$ cat config.mk
export PLATFORM = sky130hd
export DESIGN_NAME = irq_ctrl
export DESIGN_NICKNAME = d
export VERILOG_FILES = /design/src/rtl/irq_ctrl_pkg.sv /design/src/rtl/irq_sync.sv /design/src/rtl/irq_ctrl.sv
export SDC_FILE = /design/constraint.sdc
export NUM_CORES = 1
export LEC_CHECK = 0
export CORE_MARGIN = 1.5
export CORE_UTILIZATION = 55
export CTS_CLUSTER_DIAMETER = 50
export DETAILED_ROUTE_END_ITERATION = 6
export DONT_BUFFER_PORTS = 1
export GPL_TIMING_DRIVEN = 0
export HOLD_SLACK_MARGIN = 0.08
export PLACE_DENSITY = 0.7
export SYNTH_ARGS = -nofsm -noshare
export SYNTH_HDL_FRONTEND = slang
export SYNTH_SLANG_ARGS = --single-unit
export TNS_END_PERCENT = 10
$ cat constraint.sdc
create_clock -name clk -period 2.8 [get_ports clk]
set_input_delay 0.28 -clock clk [delete_from_list [all_inputs] [get_ports clk]]
set_output_delay 0.28 -clock clk [all_outputs]
set_load 0.02 [all_outputs]
$ cat src/rtl/irq_ctrl_pkg.sv
// irq_ctrl shared definitions.
// Register offsets, STATUS fields, priority helper.
package irq_ctrl_pkg;

  localparam int N_SRC = 6;

  localparam logic [4:0] OFF_PEND = 5'h00;
  localparam logic [4:0] OFF_MASK = 5'h04;
  localparam logic [4:0] OFF_MODE = 5'h08;
  localparam logic [4:0] OFF_CTRL = 5'h0C;
  localparam logic [4:0] OFF_STAT = 5'h10;

  localparam int STAT_ACT_LO = 0;
  localparam int STAT_ANY    = 8;
  localparam int STAT_IDX_LO = 10;

  // Index of the lowest set bit; 0 when none set.
  function automatic logic [2:0] lowest_idx(
    input logic [N_SRC-1:0] v
  );
    logic [2:0] idx;
    idx = 3'd0;
    for (int i = N_SRC - 1; i >= 0; i--) begin
      if (v[i]) idx = 3'(i);
    end
    return idx;
  endfunction

endpackage

$ cat src/rtl/irq_sync.sv
// Per-source synchronizer with rise detect.
// s is the last sync stage; rise = s & ~s_d.
module irq_sync #(
  parameter int SYNC_STAGES = 2
) (
  input  logic clk,
  input  logic reset,
  input  logic a,
  output logic s,
  output logic rise
);

  logic [SYNC_STAGES-1:0] ff_d, ff_q;
  logic                   sd_d, sd_q;

  // Shift the raw line through the chain.
  always_comb begin
    ff_d = {ff_q[SYNC_STAGES-2:0], a};
    sd_d = ff_q[SYNC_STAGES-1];
  end

  // Synchronizer and delay flops.
  always_ff @(posedge clk or negedge reset) begin
    if (!reset) begin
      ff_q <= '0;
      sd_q <= 1'b0;
    end else begin
      ff_q <= ff_d;
      sd_q <= sd_d;
    end
  end

  assign s    = ff_q[SYNC_STAGES-1];
  assign rise = s & ~sd_q;

endmodule

$ cat src/rtl/irq_ctrl.sv
// Interrupt controller: pend/mask/mode/GIE
// registers on the M-stage bus, drives HW[5:0].
module irq_ctrl
  import irq_ctrl_pkg::*;
#(
  parameter logic [31:0] BASE_ADDR   = 32'h0000_7F20,
  parameter int          SYNC_STAGES = 2
) (
  input  logic             clk,
  input  logic             reset,
  input  logic [N_SRC-1:0] src_irq,
  input  logic [31:0]      bus_addr,
  input  logic [31:0]      bus_wdata,
  input  logic             bus_we,
  output logic [31:0]      bus_rdata,
  output logic [N_SRC-1:0] hw_int
);

  logic [N_SRC-1:0] s, rise;
  logic [N_SRC-1:0] pend_d, pend_q;
  logic [N_SRC-1:0] mask_d, mask_q;
  logic [N_SRC-1:0] mode_d, mode_q;
  logic [N_SRC-1:0] hw_d, hw_q;
  logic             gie_d, gie_q;

  logic             hit;
  logic [4:0]       off;
  logic             wr;
  logic [N_SRC-1:0] w;
  logic [N_SRC-1:0] act;
  logic             unused;

  for (genvar i = 0; i < N_SRC; i++) begin : g_sync
    irq_sync #(
      .SYNC_STAGES(SYNC_STAGES)
    ) u_sync (
      .clk (clk),
      .reset(reset),
      .a   (src_irq[i]),
      .s   (s[i]),
      .rise(rise[i])
    );
  end

  assign hit    = bus_addr[31:5] == BASE_ADDR[31:5];
  assign off    = {bus_addr[4:2], 2'b00};
  assign wr     = bus_we & hit;
  assign w      = bus_wdata[N_SRC-1:0];
  assign act    = pend_q & mask_q;
  assign unused = ^{bus_addr[1:0], bus_wdata[31:N_SRC]};

  // Register writes and PEND update.
  always_comb begin
    mask_d = mask_q;
    mode_d = mode_q;
    gie_d  = gie_q;
    if (wr && off == OFF_MASK) mask_d = w;
    if (wr && off == OFF_MODE) mode_d = w;
    if (wr && off == OFF_CTRL) gie_d = bus_wdata[0];
    for (int i = 0; i < N_SRC; i++) begin
      // Old mode governs this cycle; a 0->1
      // switch drops stale level state.
      if (!mode_q[i] && mode_d[i]) begin
        pend_d[i] = rise[i];
      end else if (mode_q[i]) begin
        pend_d[i] = rise[i] | (pend_q[i] &
          ~(wr && off == OFF_PEND && w[i]));
      end else begin
        pend_d[i] = s[i];
      end
    end
    hw_d = gie_q ? act : '0;
  end

  // State registers.
  always_ff @(posedge clk or negedge reset) begin
    if (!reset) begin
      pend_q <= '0;
      mask_q <= '0;
      mode_q <= '0;
      gie_q  <= 1'b0;
      hw_q   <= '0;
    end else begin
      pend_q <= pend_d;
      mask_q <= mask_d;
      mode_q <= mode_d;
      gie_q  <= gie_d;
      hw_q   <= hw_d;
    end
  end

  assign hw_int = hw_q;

  // Read mux.
  always_comb begin
    bus_rdata = '0;
    if (hit) begin
      case (off)
        OFF_PEND: bus_rdata[N_SRC-1:0] = pend_q;
        OFF_MASK: bus_rdata[N_SRC-1:0] = mask_q;
        OFF_MODE: bus_rdata[N_SRC-1:0] = mode_q;
        OFF_CTRL: bus_rdata[0] = gie_q;
        OFF_STAT: begin
          bus_rdata[STAT_ACT_LO +: N_SRC] = act;
          bus_rdata[STAT_ANY] = |act;
          bus_rdata[STAT_IDX_LO +: 3] =
            lowest_idx(act);
        end
        default: bus_rdata = '0;
      endcase
    end
  end

endmodule

==> results of run 1 <==
cell families after synthesis:
family,count (synthesis),share of synthesized area (%)
AO/OA/AOI/OAI,32,11.4
multiplexers,14,8.15
flip-flops,43,49.0
buffers and inverters,36,10.3
AND/OR/NAND/NOR,76,20.9
other,1,0.171
metal layers:
layer	global-route usage, %	vias up
met3	8.18	8
met2	40.5	100
met5	0	-
met4	10.2	0
met1	27.7	764
li1	-	762
layout make-up:
class                      count  area [µm²]
buffer                        26         189
clock buffer                   6        82.6
clock inverter                 1        5.00
fill                         304        1220
inverter                      10        37.5
multi-input combinational    144         980
sequential                    43        1080
tap                           48        60.1
timing repair buffer           8        90.1
registers in the layout, summed over array words and instances, names as in the netlist:
signal,cells
g_sync.u_sync.ff_q,12
g_sync.u_sync.sd_q,6
hw_int,6
mask_q,6
mode_q,6
pend_q,6
gie_q,1
cells in the mapped netlist (3+ instances only):
cell type / number / area [µm²]
dfrtp_1: 43 / 1080
nand3_1: 3 / 15.0
o22ai_1: 6 / 37.5
mux2_4: 6 / 90.1
buf_4: 22 / 165
o21ai_0: 3 / 15.0
nand4_1: 4 / 25.0
inv_1: 10 / 37.5
mux2_2: 7 / 78.8
nor3_1: 4 / 20.0
and3_1: 6 / 37.5
and2_1: 6 / 37.5
a32o_1: 4 / 40.0
nand2_1: 13 / 48.8
nor2b_1: 10 / 62.6
nor2_1: 11 / 41.3
nand2b_1: 3 / 18.8
nor4_1: 3 / 18.8
a221o_1: 6 / 60.1
layout by cell type (no fill, tap or decap), drive strengths merged, types with 2 or more instances in the layout:
cell / netlist / layout
and4: 2 / 2
mux2: 13 / 13
or3: 2 / 2
nor2b: 10 / 10
nand3: 3 / 3
a32oi: 2 / 2
a21o: 2 / 2
nand4: 4 / 4
conb: 1 / 22
a21oi: 2 / 2
a22oi: 2 / 2
nand2b: 3 / 3
clkbuf: 2 / 8
nor2: 11 / 11
inv: 10 / 10
dfrtp: 43 / 43
a32o: 4 / 4
buf: 24 / 25
o22ai: 6 / 6
and3: 6 / 6
a221o: 6 / 6
nor4: 4 / 4
dlygate4sd3: 0 / 7
nand2: 13 / 13
nor3: 4 / 4
o21ai: 3 / 3
or4: 2 / 2
a2111oi: 2 / 2
nor4bb: 2 / 2
and2: 6 / 6
what timing repair did:
action | in CTS | in global routing
setup endpoints to repair | 0 | 1
gates resized for setup | 0 | 1
hold endpoints to repair | 49 | 0
setup buffers | 0 | 0
hold buffers | 8 | 0
power by group through the flow:
stage / combinational (µW) / sequential, µW / clock, µW
4_1_cts: 126 / 652 / 399
2_1_floorplan: 93.8 / 660 / 0
3_5_place_dp: 102 / 664 / 0
5_1_grt: 141 / 655 / 420
3_3_place_gp: 99.5 / 663 / 0
6_report: 128 / 652 / 387
through the flow:
stage | setup slack [ns] | setup TNS, ns | instance area [µm²] | std cells
floorplan | 0.226 | 0 | 2270 | 223
global placement | -0.129 | -0.257 | 2330 | 271
detailed placement | 0.130 | 0 | 2340 | 271
CTS | 0.129 | 0 | 2510 | 286
global route | 0.0889 | 0 | 2520 | 286
finish | 0.125 | 0 | 2520 | 286
worst paths after layout:
path	from	endpoint	slack, ns	depth (start not counted)
worst max register to register	pend_q[3]	pend_q[3]	1.60	4
min in group asynchronous	reset	hw_int[4]	0.45	2
max in group asynchronous	reset	g_sync[3].u_sync.sd_q	2.16	2
worst min register to register	g_sync[1].u_sync.ff_q[0]	g_sync[1].u_sync.ff_q[1]	0.35	0
worst min-delay path	bus_wdata[1]	mode_q[1]	0.13	1
worst max-delay path	bus_addr[17]	bus_rdata[11]	0.13	4
==> run metrics, run 1 <==
Post-synth EDFFs=0; Seq/Total Area, Yosys=49.0%; met2 wire length=2490 µm; initial DRC count=59; Critical Path RT=2.52 ns; total track usage=24.0%; final setup skew=between 0.003 and 0.004 ns; Gate Count Post-Synth=202; asr flop ratio synth=100%; Netlist cell types=between 40 and 50; floorplan row count=22; DRT Pass-1 Iters=4; Clock Path Buffers=2; TritonCTS buffer count=5; GRT Residual Overflow=0; Flop pwr share=55.9%; worst path cell trace=or4_4, nor2_1, nand3_1, a2111oi_1; clock root cell=clkbuf_8; final wirelength=4850 µm; Psw=~280 µW; Post-route DRC=0; RSZ-0062 raised after global routing=no; wl on met1=1830 µm; H-tree depth=2; fin crit period=2.67 ns; Initial Utilization=around three fifths; Max transition margin=21.0%; arrival time worst endpoint=2.39 ns; Critical Path Max Stage Delay=1.05 ns; Met3 Wirelength=roughly 460 µm; Leak=0.00120 µW; Tcrit/Tclk final=95.5%; post-layout power=1170 µW; switching part of the total power=23.9%; Hold WS=0.133 ns; Main synth FF type=dfrtp_1; max layer used=met4; worst slew pin tran=1.18 ns; utilization after layout=67.3%; Via Count=1,634; cell area power density=463 mW/mm²; slowest stage cell, crit path=a2111oi_1; I/O Pins=between 100 and 150; internal power=888 µW; first-pass GRT wire length=7710 µm; Fin. Hold Viols=0; outcome=completed; average vias per placed instance=roughly 5.7; Die Area=0.00438 mm²; Diodes inserted=0; Crit Path Max Fanout=10; DR WL/cell=17.0 µm; largest net degree at the start of global routing=44; Horiz. Die Dim=approximately 66 µm; Final Wtd Congestion=0.845; share of layout cells above drive strength 1=21.8%; Area Overhead vs Synth=14.8%; clock share of power=roughly 33%; Worst VDD drop=0.433 mV; PortBufs=0; delay-heaviest family, CP=simple AND/OR/NAND/NOR gates; Critical path buffers and inverters=0; initial antenna violation count=0; kind of critical path=in -> out; warnings from Yosys=0; syn_area_per_cell=10.9 µm²; TritonCTS clock tree=done; chip height=66.2 µm; f_max=374 MHz; worst hold path class=in -> reg; Clock Sinks=43; Comb power frac=10.9%; core area=0.00374 mm²; vias in the first global route=1,649; CP startpoint kind=primary input; setup violators final=0; Yosys reg bits=43; fin nets=311; nature of the critical path endpoint=output pin; HPWL after DPL=between 3000 and 4000 µm; Mapped Area=0.00219 mm²; number of routed nets with antenna violations=0; Clk Latency, worst-skew pair=0.29 ns; clock-pin slew on the worst setup and hold paths=around 0.08 ns; max cap viols=0; Final Max Slew Viols=0
Power figures use the tool's default switching activity.
==> run 2, diff against run 1 <==
- ABC_AREA: default -> 1
==> run metrics, run 2 <==
outcome=completed (unchanged); GRT Residual Overflow=0 (unchanged); RSZ-0062 raised after global routing=no (unchanged); Min-Delay Path Depth=2 (was 1); Post-synth EDFFs=0 (unchanged); worst path cell trace=nor3_1, nand2_2, nor2_8, buf_6, nand2_1, nor3b_1 (was or4_4, nor2_1, nand3_1, a2111oi_1); Clock Sinks=43 (unchanged); f_max=514 MHz (was 374 MHz); Die Area=0.00451 mm² (was 0.00438 mm²); Post-route DRC=0 (unchanged); top cell type's share of synthesized area=47.6% (was 49.0%); largest net degree at the start of global routing=44 (unchanged); core area=0.00397 mm² (was 0.00374 mm²); arrival time worst endpoint=1.67 ns (was 2.39 ns); total track usage=20.9% (was 24.0%); fillers=338 (was 304); TritonCTS buffer count=5 (unchanged); Critical Path RT=2.52 ns (about the same); Tcrit/Tclk final=69.5% (was 95.5%); kind of critical path=in -> out (unchanged); Crit Path Max Fanout=10 (unchanged); Crit Reg-Reg Startpoint=g_sync[0].u_sync.ff_q[1] (was pend_q[3]); worst slew pin tran=0.706 ns (was 1.18 ns); fin nets=384 (was 311); final setup skew=0.0143 ns (was 0.00301 ns); setup violators final=0 (unchanged); Fin. Hold Viols=0 (unchanged); max cap viols=0 (unchanged); Area Overhead vs Synth=14.5% (was 14.8%); clock share of power=35.4% (was 33.2%); slowest stage cell, crit path=nor3b_1 (was a2111oi_1); DR WL/cell=11.9 µm (was 17.0 µm); clock root cell=clkbuf_8 (unchanged); Final Wtd Congestion=0.848 (was 0.845); Worst Hold Endpoint=mask_q[2] (was mode_q[1]); Diodes inserted=0 (unchanged); Seq/Total Area, Yosys=47.6% (was 49.0%); setup_tns=0 ns (unchanged); max reg flops=12 (unchanged); Clock Path Buffers=2 (unchanged); nature of the critical path endpoint=output pin (unchanged); initial DRC count=100 (was 59); most frequent cells in the layout=nand2_1, dfrtp_1, nor2_1, inv_1, buf_4 (was dfrtp_1, buf_4, conb_1, nand2_1, nor2_1); Critical Path Max Stage Delay=0.60 ns (was 1.05 ns); final wirelength=4300 µm (was 4850 µm); syn_area_per_cell=8.23 µm² (was 10.9 µm²); Psw=290 µW (was 278 µW); cell area power density=452 mW/mm² (was 463 mW/mm²); Worst Min Path Start=bus_wdata[2] (was bus_wdata[1]); area leader, netlist=dfrtp_1 (unchanged); PortBufs=0 (unchanged); Clk Latency, worst-skew pair=0.30 ns (was 0.29 ns); synth top area cells=dfrtp_1, nand2_1, buf_4, nor2_1, inv_1 (was dfrtp_1, buf_4, mux2_4, mux2_2, nor2b_1); post_cts resized=0 (unchanged); vias in the first global route=1,566 (was 1,649); Hold WS=0.103 ns (was 0.133 ns); CP startpoint=bus_addr[30] (was bus_addr[17]); Gate Count Post-Synth=275 (was 202); Leak=0.00136 µW (was 0.00120 µW); Initial Utilization=57.0% (was 58.6%); warnings from Yosys=0 (unchanged); Synth top cells by count=nand2_1, dfrtp_1, nor2_1 (was dfrtp_1, buf_4, nand2_1); fin area=0.00259 mm² (was 0.00252 mm²); clock-pin slew on the worst setup and hold paths=0.08 ns (about the same); most common cell after layout, fill and taps aside=nand2_1 (was dfrtp_1); switching part of the total power=24.8% (was 23.9%); asr flop ratio synth=100% (unchanged); worst hold path class=in -> reg (unchanged); Max transition margin=52.8% (was 21.0%); Via Count=1,799 (was 1,634); I/O Pins=111 (unchanged); Mapped Area=0.00226 mm² (was 0.00219 mm²); Placed Area=0.00240 mm² (was 0.00234 mm²); chip height=67.1 µm (was 66.2 µm); CP startpoint kind=primary input (unchanged); R2R Path End=pend_q[0] (was pend_q[3]); share of layout cells above drive strength 1=17.0% (was 21.8%); TritonCTS clock tree=done (unchanged); HPWL after DPL=3210 µm (was 3570 µm); H-tree depth=2 (unchanged); Comb power frac=10.0% (was 10.9%); Horiz. Die Dim=67.1 µm (was 66.2 µm); Flop pwr share=54.5% (was 55.9%); internal power=881 µW (was 888 µW); fin crit period=1.95 ns (was 2.67 ns); DRT Pass-1 Iters=4 (unchanged); average vias per placed instance=4.97 (was 5.71); Worst VDD drop=0.396 mV (was 0.433 mV); reg2reg setup slack=1.82 ns (was 1.60 ns); number of routed nets with antenna violations=0 (unchanged); first-pass GRT wire length=7000 µm (was 7710 µm); utilization after layout=65.2% (was 67.3%); Largest Register=g_sync.u_sync.ff_q (unchanged); count leader, synth=nand2_1 (was dfrtp_1); Yosys reg bits=43 (unchanged); Register-to-Register Path Depth=5 (was 4); post-layout power=1170 µW (about the same); Netlist cell types=30 (was 42); Final Max Slew Viols=0 (unchanged); initial antenna violation count=0 (unchanged); floorplan row count=23 (was 22); Main synth FF type=dfrtp_1 (unchanged)
[run 2: changes by cell type after synthesis, sizes merged, moves of 9 or more]
cell / previous run / this run
nand2: 13 / 73
nor2: 11 / 38
inv: 10 / 30
o21ai: 3 / 17
mux2: 13 / 0
nor2b: 10 / 0
nand4: 4 / 13
[run 2: repair_timing]
| action | CTS | global route |
|---|---|---|
| hold buffers | 8 | 0 |
| endpoints found under the hold margin | 49 | 0 |
| buffers inserted | 0 | 0 |
[run 2: worst max-delay path by stage]
stage,endpoint,slack (ns),depth (start not counted)
6_report,bus_rdata[11],0.85,6
5_1_grt,bus_rdata[11],0.70,8
4_1_cts,bus_rdata[11],0.84,6
3_5_place_dp,bus_rdata[11],0.84,6
3_3_place_gp,bus_rdata[11],0.87,8
2_1_floorplan,bus_rdata[11],1.0,8
[run 2: logic make-up (layout without fill, tap and decap cells)]
logic type | count (synthesis) | in the layout | share of synthesized area [%]
flip-flops | 43 | 43 | 47.6
AO/OA/AOI/OAI | 34 | 34 | 9.01
AND/OR/NAND/NOR | 140 | 140 | 29.3
other | 1 | 22 | 0.166
buffers and inverters | 57 | 73 | 13.9
[run 2: worst max-delay path: cells and delay by family]
family | cells | cell delay (ns)
buf+inv | 1 | 0.16
simple gates | 5 | 1.23
[run 2: stage by stage]
step	setup WS (ns)	std cells
3_3_place_gp	0.868	346
4_1_cts	0.840	362
5_1_grt	0.699	362
2_1_floorplan	0.997	296
3_5_place_dp	0.845	346
6_report	0.854	362
[run 2: cell type report]
type / count / area (µm²) / share of cell area, %
inverter: 31 / 116 / 4.49
clock inverter: 2 / 13.8 / 0.531
timing repair buffer: 8 / 90.1 / 3.48
sequential: 43 / 1080 / 41.5
clock buffer: 6 / 82.6 / 3.19
multi-input combinational: 196 / 950 / 36.7
buffer: 26 / 199 / 7.68
tap: 50 / 62.6 / 2.42
[run 2: metal layers]
metal / wire length (µm) / global-route usage (%)
met1: 1880 / 26.9
met2: 2040 / 33.4
met4: 68 / 8.42
met5: 0 / 0
met3: 305 / 5.67
[run 2: power by group through the flow]
stage	sequential (µW)	clock [µW]	combinational, µW
2_1_floorplan	650	0	86.6
3_3_place_gp	651	0	93.0
3_5_place_dp	652	0	94.0
4_1_cts	639	426	118
5_1_grt	641	458	132
6_report	639	415	118
